$ cat src/rtl/ifetch_unit.sv
`default_nettype none
// ============================================================================
// Module      : ifetch_unit
// Description : Single-outstanding instruction fetch controller. It issues one
//               instruction-memory request per fetch, then holds the returned
//               word for decode and steers the external pc register through
//               sequential increments and branch/jump redirects.
// Revision    : 1.0 - initial release
// ============================================================================
module ifetch_unit #(
    parameter logic [31:0] PC_STEP = 32'd4
) (
    input  logic        Clk,
    input  logic        Reset_n,
    input  logic [31:0] PC_Dout,
    output logic [31:0] PC_Data,
    output logic        PC_LdEn,
    input  logic        Redirect,
    input  logic [31:0] RedirTarget,
    output logic        IMemReq,
    output logic [31:0] IMemAddr,
    input  logic        IMemAck,
    input  logic [31:0] IMemRdata,
    output logic [31:0] Instr,
    output logic [31:0] InstrPC,
    output logic        InstrValid,
    input  logic        DecodeReady
);

    typedef enum logic [1:0] {
        IDLE = 2'd0,
        WAIT = 2'd1,
        HOLD = 2'd2
    } state_t;

    state_t      r_state;
    state_t      w_next_state;
    logic        r_flush_pend;
    logic        w_flush_pend_nxt;
    logic [31:0] r_saved_target;
    logic [31:0] w_saved_target_nxt;
    logic [31:0] r_instr;
    logic [31:0] r_instr_pc;
    logic        w_capture;
    logic [31:0] w_pc_inc;

    // Sequential next PC; 32-bit addition wraps naturally at the top of memory.
    assign w_pc_inc = PC_Dout + PC_STEP;

    // Request and valid are pure state decodes so that an asynchronous reset
    // drops them in the same instant the state register clears.
    assign IMemReq    = (r_state == WAIT);
    assign IMemAddr   = PC_Dout;
    assign InstrValid = (r_state == HOLD);
    assign Instr      = r_instr;
    assign InstrPC    = r_instr_pc;

    // State, pending-flush flag and saved redirect target.
    always_ff @(posedge Clk or negedge Reset_n) begin
        if (!Reset_n) begin
            r_state        <= IDLE;
            r_flush_pend   <= 1'b0;
            r_saved_target <= 32'd0;
        end else begin
            r_state        <= w_next_state;
            r_flush_pend   <= w_flush_pend_nxt;
            r_saved_target <= w_saved_target_nxt;
        end
    end

    // Capture the returned instruction and its address on a clean completion.
    always_ff @(posedge Clk or negedge Reset_n) begin
        if (!Reset_n) begin
            r_instr    <= 32'd0;
            r_instr_pc <= 32'd0;
        end else if (w_capture) begin
            r_instr    <= IMemRdata;
            r_instr_pc <= PC_Dout;
        end
    end

    // Next-state, pc-register steering and flush bookkeeping.
    always_comb begin
        w_next_state       = r_state;
        w_flush_pend_nxt   = r_flush_pend;
        w_saved_target_nxt = r_saved_target;
        w_capture          = 1'b0;
        PC_LdEn            = 1'b0;
        PC_Data            = w_pc_inc;

        case (r_state)
            IDLE: begin
                if (Redirect) begin
                    // Load the new PC first; the fetch starts one cycle later
                    // so the address it uses is already the redirect target.
                    PC_LdEn      = 1'b1;
                    PC_Data      = RedirTarget;
                    w_next_state = IDLE;
                end else begin
                    w_next_state = WAIT;
                end
            end

            WAIT: begin
                if (IMemAck) begin
                    if (r_flush_pend || Redirect) begin
                        // Fetched word belongs to the wrong path: drop it.
                        PC_LdEn          = 1'b1;
                        PC_Data          = Redirect ? RedirTarget : r_saved_target;
                        w_flush_pend_nxt = 1'b0;
                        w_next_state     = IDLE;
                    end else begin
                        PC_LdEn      = 1'b1;
                        PC_Data      = w_pc_inc;
                        w_capture    = 1'b1;
                        w_next_state = HOLD;
                    end
                end else if (Redirect) begin
                    // The bus transaction cannot be aborted; remember where
                    // to go once it completes. A newer redirect wins.
                    w_flush_pend_nxt   = 1'b1;
                    w_saved_target_nxt = RedirTarget;
                end
            end

            HOLD: begin
                if (Redirect) begin
                    // Squash the held instruction even if decode is ready.
                    PC_LdEn      = 1'b1;
                    PC_Data      = RedirTarget;
                    w_next_state = IDLE;
                end else if (DecodeReady) begin
                    w_next_state = IDLE;
                end
            end

            default: begin
                w_next_state = IDLE;
            end
        endcase
    end

endmodule
`default_nettype wire
$ cat config.mk
export PLATFORM = sky130hd
export DESIGN_NAME = ifetch_unit
export DESIGN_NICKNAME = d
export VERILOG_FILES = /design/src/rtl/ifetch_unit.sv
export SDC_FILE = /design/constraint.sdc
export NUM_CORES = 1
export LEC_CHECK = 0
export ABC_CLOCK_PERIOD_IN_PS = 2950
export CAP_MARGIN = 25
export CORE_ASPECT_RATIO = 2
export CORE_MARGIN = 2
export CORE_UTILIZATION = 38
export CTS_CLUSTER_DIAMETER = 30
export DETAILED_ROUTE_END_ITERATION = 10
export PLACE_DENSITY = 0.81
export SLEW_MARGIN = 0
export SYNTH_ARGS = -nofsm -noshare
export SYNTH_HDL_FRONTEND = slang
export SYNTH_SLANG_ARGS = --single-unit
$ cat constraint.sdc
create_clock -name Clk -period 2.95 [get_ports Clk]
set_input_delay 0.7375 -clock Clk [delete_from_list [all_inputs] [get_ports Clk]]
set_output_delay 0.7375 -clock Clk [all_outputs]
set_load 0.01 [all_outputs]
==> results of run 1 <==
[worst max-delay path, stage by stage]
cell and delay (ns):
buf_4 0.11, buf_4 0.12, nand2_4 0.05, or4_4 0.61
nor3_4 0.22, xnor2_1 0.09, o21ai_1 0.18, buf_2 0.16
[registers in the layout, summed over array words and instances (netlist names)]
register        flops
Instr              32
InstrPC            32
r_flush_pend        1
r_saved_target     32
r_state             2
[routing by layer]
metal / part of all wire / vias up / global-route usage / routed length (um)
met4: 0.063 / 0 / 0.152 / 1090
met1: 0.34 / 2225 / 0.256 / 5950
met2: 0.55 / 193 / 0.445 / 9560
met5: 0 / - / 0 / 0
met3: 0.044 / 59 / 0.0419 / 772
li1: - / 2072 / - / -
[synth_stat cells (6+ instances only)]
cell type  count
buf_2         11
inv_1          9
xnor2_1       16
nor2_1         9
nand2_1       17
mux2_2        91
nor3_1         6
dfrtp_1       99
nand3_1       12
o21ai_0       26
xor2_1        12
o21ai_1        8
a22oi_1       29
a21oi_1        7
clkbuf_1       7
buf_4         33
[per-stage QoR]
stage / cell area, sq um / instances / worst slack, ns
after global placement: 7810 / 826 / -0.992
after global routing: 8540 / 868 / -0.164
after CTS: 8400 / 861 / -0.0885
after floorplan: 5080 / 428 / 0.125
after detailed placement: 7810 / 826 / -0.943
final: 8540 / 868 / -0.0789
[cells by family (layout without fill, tap and decap cells)]
| family | after synthesis | after routing | synth area share |
|---|---|---|---|
| AO/OA/AOI/OAI | 78 | 78 | 0.0961 |
| XOR/XNOR | 28 | 28 | 0.0483 |
| adder cells (fa/ha/maj) | 1 | 1 | 0.00246 |
| buffers and inverters | 65 | 353 | 0.0818 |
| flip-flops | 99 | 99 | 0.488 |
| multiplexers | 93 | 93 | 0.206 |
| AND/OR/NAND/NOR | 64 | 64 | 0.0772 |
[timing repair]
| item | 4_1_cts | 5_1_grt |
|---|---|---|
| setup endpoints to repair | 33 | 24 |
| gates cloned | 1 | 0 |
| gates resized for setup | 212 | 42 |
| setup buffers | 18 | 7 |
| pin swaps | 33 | 27 |
[path summary, 6_finish.rpt]
| check | from | endpoint | slack (ns) | cells after the start |
|---|---|---|---|---|
| worst max register to register | r_state[1]$_DFFE_PN0P_ | InstrPC[23]$_DFFE_PN0P_ | 1.01 | 5 |
| worst max-delay path | PC_Dout[4] | PC_Data[26] | -0.08 | 8 |
| min in group Clk | InstrPC[13]$_DFFE_PN0P_ | InstrPC[13]$_DFFE_PN0P_ | 0.49 | 2 |
| max in group asynchronous | Reset_n | InstrPC[18]$_DFFE_PN0P_ | 1.77 | 2 |
| worst min register to register | InstrPC[13]$_DFFE_PN0P_ | InstrPC[13]$_DFFE_PN0P_ | 0.49 | 2 |
| worst min-delay path | Reset_n | Instr[31]$_DFFE_PN0P_ | 0.44 | 1 |
[power by group]
part           internal, mW  switching, mW  total, mW
sequential             2.04          0.369       2.41
clock                 0.598          0.573       1.17
combinational          1.88           1.29       3.17
[area by class of cell]
| class | count | area share |
|---|---|---|
| Tap cell | 152 | 0.0223 |
| Sequential cell | 99 | 0.290 |
| Clock buffer | 9 | 0.0264 |
| Timing Repair Buffer | 328 | 0.360 |
| Clock inverter | 7 | 0.00850 |
| Inverter | 9 | 0.00396 |
| Multi-Input combinational cell | 264 | 0.289 |
==> flow_summary.yaml, run 1 <==
run:
  drv_cap: 0
synth:
  synth-edff-count: 0
  synthCells: 428
  avgSynthCellArea_sq_um: 11.9
  syn-num-nets: 530
  synth_top_cell_by_area: "dfrtp_1"
  synth-seq-area-share: 0.488
  synthFlopType: "dfrtp_1"
  yosysWarnings: 0
  netlist_top_cells_area: "dfrtp_1, mux2_2, buf_4"
  async_flop_share: 1.00
  ys_types: 43
  synth_top_area_frac: 0.488
  syn_area_sq_um: 5080
  ys_ff_latch: 99
worst_setup_path:
  cp.required_ns: 2.21
  crit_type: "input port to output port"
  cp-end-kind: "output port"
  worstSetupStartpointType: "input port"
  path_max_fanout: 4
  arrival_ns: 2.29
sta:
  skew_ns: 0.0117
  final_hold_viol_count: 0
  fmax_ghz: 0.330
  maxSlewViolCount: 0
  grt_setup_unrepaired: "yes"
  setup_ws_ns: -0.0789
  slew_headroom: 0.510
  whs_ns: 0.440
  worst_pin_slew_ns: 0.735
  final_period_minus_worst_setup_slack_ns: 3.03
  timing.final.crit_share: 1.03
  setup-violations-final: 9
  fin_tns_setup_ns: -0.342
global_route:
  globalRouteOverflowTotal: 0
  grt_pass1_wl_mm: 27.3
  grt_antenna_before_repair: 0
  grt_pass1_vias: 5148
  grt_max_degree: 70
  grt_use_total: 0.246
cells_and_area:
  final_core_util: 0.654
  seq_area_sq_um: 2480
  final_cell_mix: "clkdlybuf4s50_1, dfrtp_1, mux2_2"
  drive_gt1_frac: 0.399
  antennaDiodeCount: 0
  nets: 813
  final_common_cell: "clkdlybuf4s50_1"
  multi_input_area_sq_um: 2460
  n_fill_cell: 997
  area_growth_pct: 68.2
cts:
  cts_hold_buffers: 0
  cts_sinks: 99
  cts-buffers-inserted: 9
  cts_buffer_depth: 2
  cts_tree: "built"
  clkSlewWorstSetupHoldPaths_ns: 0.08
  htree_levels: 3
  root_buffer: "clkbuf_16"
  insertion_delay_ns: 0.34
floorplanning:
  die_h_um: 167
  die_area_sq_um: 14400
  die_w_um: 85.7
  fp-row-count: 59
  start_util: 0.388
  ioPinCount: 232
  core_area_sq_um: 13100
drt:
  routed-via-count: 4549
  totalWireLength_mm: 17.4
  drtIter0Drc: 187
  dr.pass1.iters: 9
  routedWlPerCell_um: 20.0
  ant_nets: 0
  vias_per_cell: 5.24
  drcViolationCount: 13
place:
  dp_hpwl_mm: 13.0
  numPortBuffers: 231
  place_congestion: 0.919
power_and_ir_drop:
  ir_worst_vdd_uv: 557
  p_leak_nw: 3.68
  power_mw: 6.75
  pwr_density_cell_nw_per_um2: 790
outcome:
  status: "finished with violations"
  violations: "design-rule violations, negative setup slack"
hold_path:
  hp-class: "input port to asynchronous set/reset pin"
No activity file was read; power rests on OpenSTA's default activity.
==> run 2: changes to the inputs <==
--- a/config.mk
+++ b/config.mk
@@ -11,6 +11,7 @@
 export CORE_MARGIN = 2
 export CORE_UTILIZATION = 38
 export CTS_CLUSTER_DIAMETER = 30
+export CTS_CLUSTER_SIZE = 40
 export DETAILED_ROUTE_END_ITERATION = 10
 export PLACE_DENSITY = 0.81
 export SLEW_MARGIN = 0
==> results of run 2 <==
No change in the layout: final DEF, timing and power equal those of run 1.
==> run 3: changes to the inputs <==
--- a/config.mk
+++ b/config.mk
@@ -9,11 +9,11 @@
 export CAP_MARGIN = 25
 export CORE_ASPECT_RATIO = 2
 export CORE_MARGIN = 2
-export CORE_UTILIZATION = 38
+export CORE_UTILIZATION = 42
 export CTS_CLUSTER_DIAMETER = 30
 export CTS_CLUSTER_SIZE = 40
 export DETAILED_ROUTE_END_ITERATION = 10
-export PLACE_DENSITY = 0.81
+export PLACE_DENSITY = 0.88
 export SLEW_MARGIN = 0
 export SYNTH_ARGS = -nofsm -noshare
 export SYNTH_HDL_FRONTEND = slang
==> run 3 against run 2 <==
Effect of this change:
- the flow finishes with violations (negative setup slack)
- fmax grew 1.3%
- critical path type unchanged
- routed wire length rose by 2.7%
- final area shrank 2.0%
- critical endpoint is now PC_Data[28]
- critical path depth unchanged
- non-clock buffer count shrank 16
==> flow_summary.yaml, run 3 (synthesis gave the netlist of run 1 again) <==
worst_setup_path:
  cp.required_ns: 2.21
  worstSetupStartpointType: "input port"
  slowest_stage: "or4_4"
  path_max_fanout: 4
  slowest_delay_ns: 0.62
  crit_chain: "buf_8 > ha_4 > nand2_4 > or4_4 > nor4_4 > xnor2_2 > o21ai_2 > buf_2"
  critPathBufInv: 2
  cp-end-kind: "output port"
  path_delay_family: "simple AND/OR/NAND/NOR gates"
  cp.depth: 8
  crit_type: "input port to output port"
  startpoint: "PC_Dout[3]"
  rr_worst_depth: 6
  r2r_start: "r_state[0]$_DFFE_PN0P_"
  arrival_ns: 2.25
place:
  dp_hpwl_mm: 13.2
  dpl_cell_area_sq_um: 7780
  place_congestion: 0.925
  place_inst: 817
  numPortBuffers: 231
cells_and_area:
  multi_input_area_sq_um: 2450
  final_common_cell: "clkdlybuf4s50_1"
  area_growth_pct: 64.9
  final_cell_mix: "clkdlybuf4s50_1, dfrtp_1, mux2_2"
  stdcell_count: 845
  nets: 797
  antennaDiodeCount: 0
  n_fill_cell: 806
  drive_gt1_frac: 0.383
  design_area_sq_um: 8370
  seq_area_sq_um: 2480
power_and_ir_drop:
  p_leak_nw: 3.62
  p_sw_frac: 0.323
  pwr_density_cell_nw_per_um2: 819
  ir_worst_vdd_uv: 529
  p_switching_mw: 2.22
  pwr-share-clk: 0.192
  power_frac_comb: 0.455
  p_int_mw: 4.64
  power_frac_seq: 0.353
  power_mw: 6.85
run:
  drv_cap: 0
floorplanning:
  die_w_um: 81.7
  core_area_sq_um: 11800
  die_area_sq_um: 13000
  ioPinCount: 232
  fp-row-count: 56
  start_util: 0.431
  die_h_um: 159
sta:
  fmax_ghz: 0.335
  slew_headroom: 0.559
  worst_pin_slew_ns: 0.662
  setup_ws_ns: -0.0393
  final_hold_viol_count: 0
  maxSlewViolCount: 0
  final_period_minus_worst_setup_slack_ns: 2.99
  skew_ns: 0.0106
  timing.final.crit_share: 1.01
  setup-violations-final: 2
  grt_setup_unrepaired: "yes"
cts:
  clkSlewWorstSetupHoldPaths_ns: 0.08
  htree_levels: 3
  root_buffer: "clkbuf_16"
  cts_sinks: 99
  cts_tree: "built"
  cts_buffer_depth: 2
  insertion_delay_ns: 0.34
  cts-buffers-inserted: 9
global_route:
  grt_pass1_wl_mm: 27.4
  grt_max_degree: 70
  globalRouteOverflowTotal: 0
  grt_pass1_vias: 4985
  grt_antenna_before_repair: 0
  grt_use_total: 0.277
outcome:
  status: "finished with violations"
  violations: "negative setup slack"
hold_path:
  hp-class: "input port to asynchronous set/reset pin"
drt:
  totalWireLength_mm: 17.8
  routed-via-count: 4542
  vias_per_cell: 5.38
  drcViolationCount: 0
  routedWlPerCell_um: 21.1
  dr.pass1.iters: 5
  ant_nets: 0
  drtIter0Drc: 234
run 3: through the flow:
| step | hold slack (ns) | setup slack [ns] | utilization | TNS (ns) |
|---|---|---|---|---|
| final | 0.417 | -0.0393 | 0.711 | -0.0490 |
| after global routing | 0.471 | -0.117 | 0.711 | -0.409 |
| after CTS | 0.439 | -0.0295 | 0.706 | -0.0455 |
| after detailed placement | 0.478 | -1.17 | 0.661 | -24.82 |
| after global placement | 0.467 | -1.13 | 0.661 | -23.72 |
| after floorplan | 0.442 | 0.125 | - | 0 |
run 3: path summary, 6_finish.rpt:
| kind | end | slack [ns] |
|---|---|---|
| setup / recovery | PC_Data[28] | -0.04 |
| hold / removal | InstrPC[0]$_DFFE_PN0P_ | 0.42 |
| setup reg to reg | Instr[23]$_DFFE_PN0P_ | 0.90 |
| hold reg to reg | InstrPC[30]$_DFFE_PN0P_ | 0.49 |
| max in group asynchronous | InstrPC[19]$_DFFE_PN0P_ | 1.79 |
| min in group Clk | InstrPC[30]$_DFFE_PN0P_ | 0.49 |
run 3: power by group through the flow:
stage / clock, mW / sequential [mW] / combinational, mW
floorplan: 0 / 2.56 / 1.15
global placement: 0 / 2.36 / 3.09
detailed placement: 0 / 2.42 / 3.17
CTS: 1.34 / 2.40 / 3.14
global route: 1.40 / 2.49 / 3.30
finish: 1.31 / 2.42 / 3.12
run 3: per-layer routing:
layer / vias up / GRT usage / wire, um
li1: 2038 / - / -
met1: 2233 / 0.298 / 6280
met3: 58 / 0.0561 / 1000
met4: 0 / 0.152 / 963
met2: 213 / 0.484 / 9590
met5: - / 0 / 0
run 3: area by class of cell:
cell class              instances  share of cell area
repair buffers                312               0.345
well taps                     145              0.0217
flip-flops and latches         99               0.296
multi-input cells             264               0.293
clock inverters                 6              0.0114
clock buffers                  10              0.0285
inverters                       9             0.00404
run 3: timing repair:
item                       CTS  global route
setup endpoints to repair   33            28
gates resized for setup    209            40
hold buffers                 0             0
cloned                       1             0
pin swaps                   32            27
setup buffers               10             2
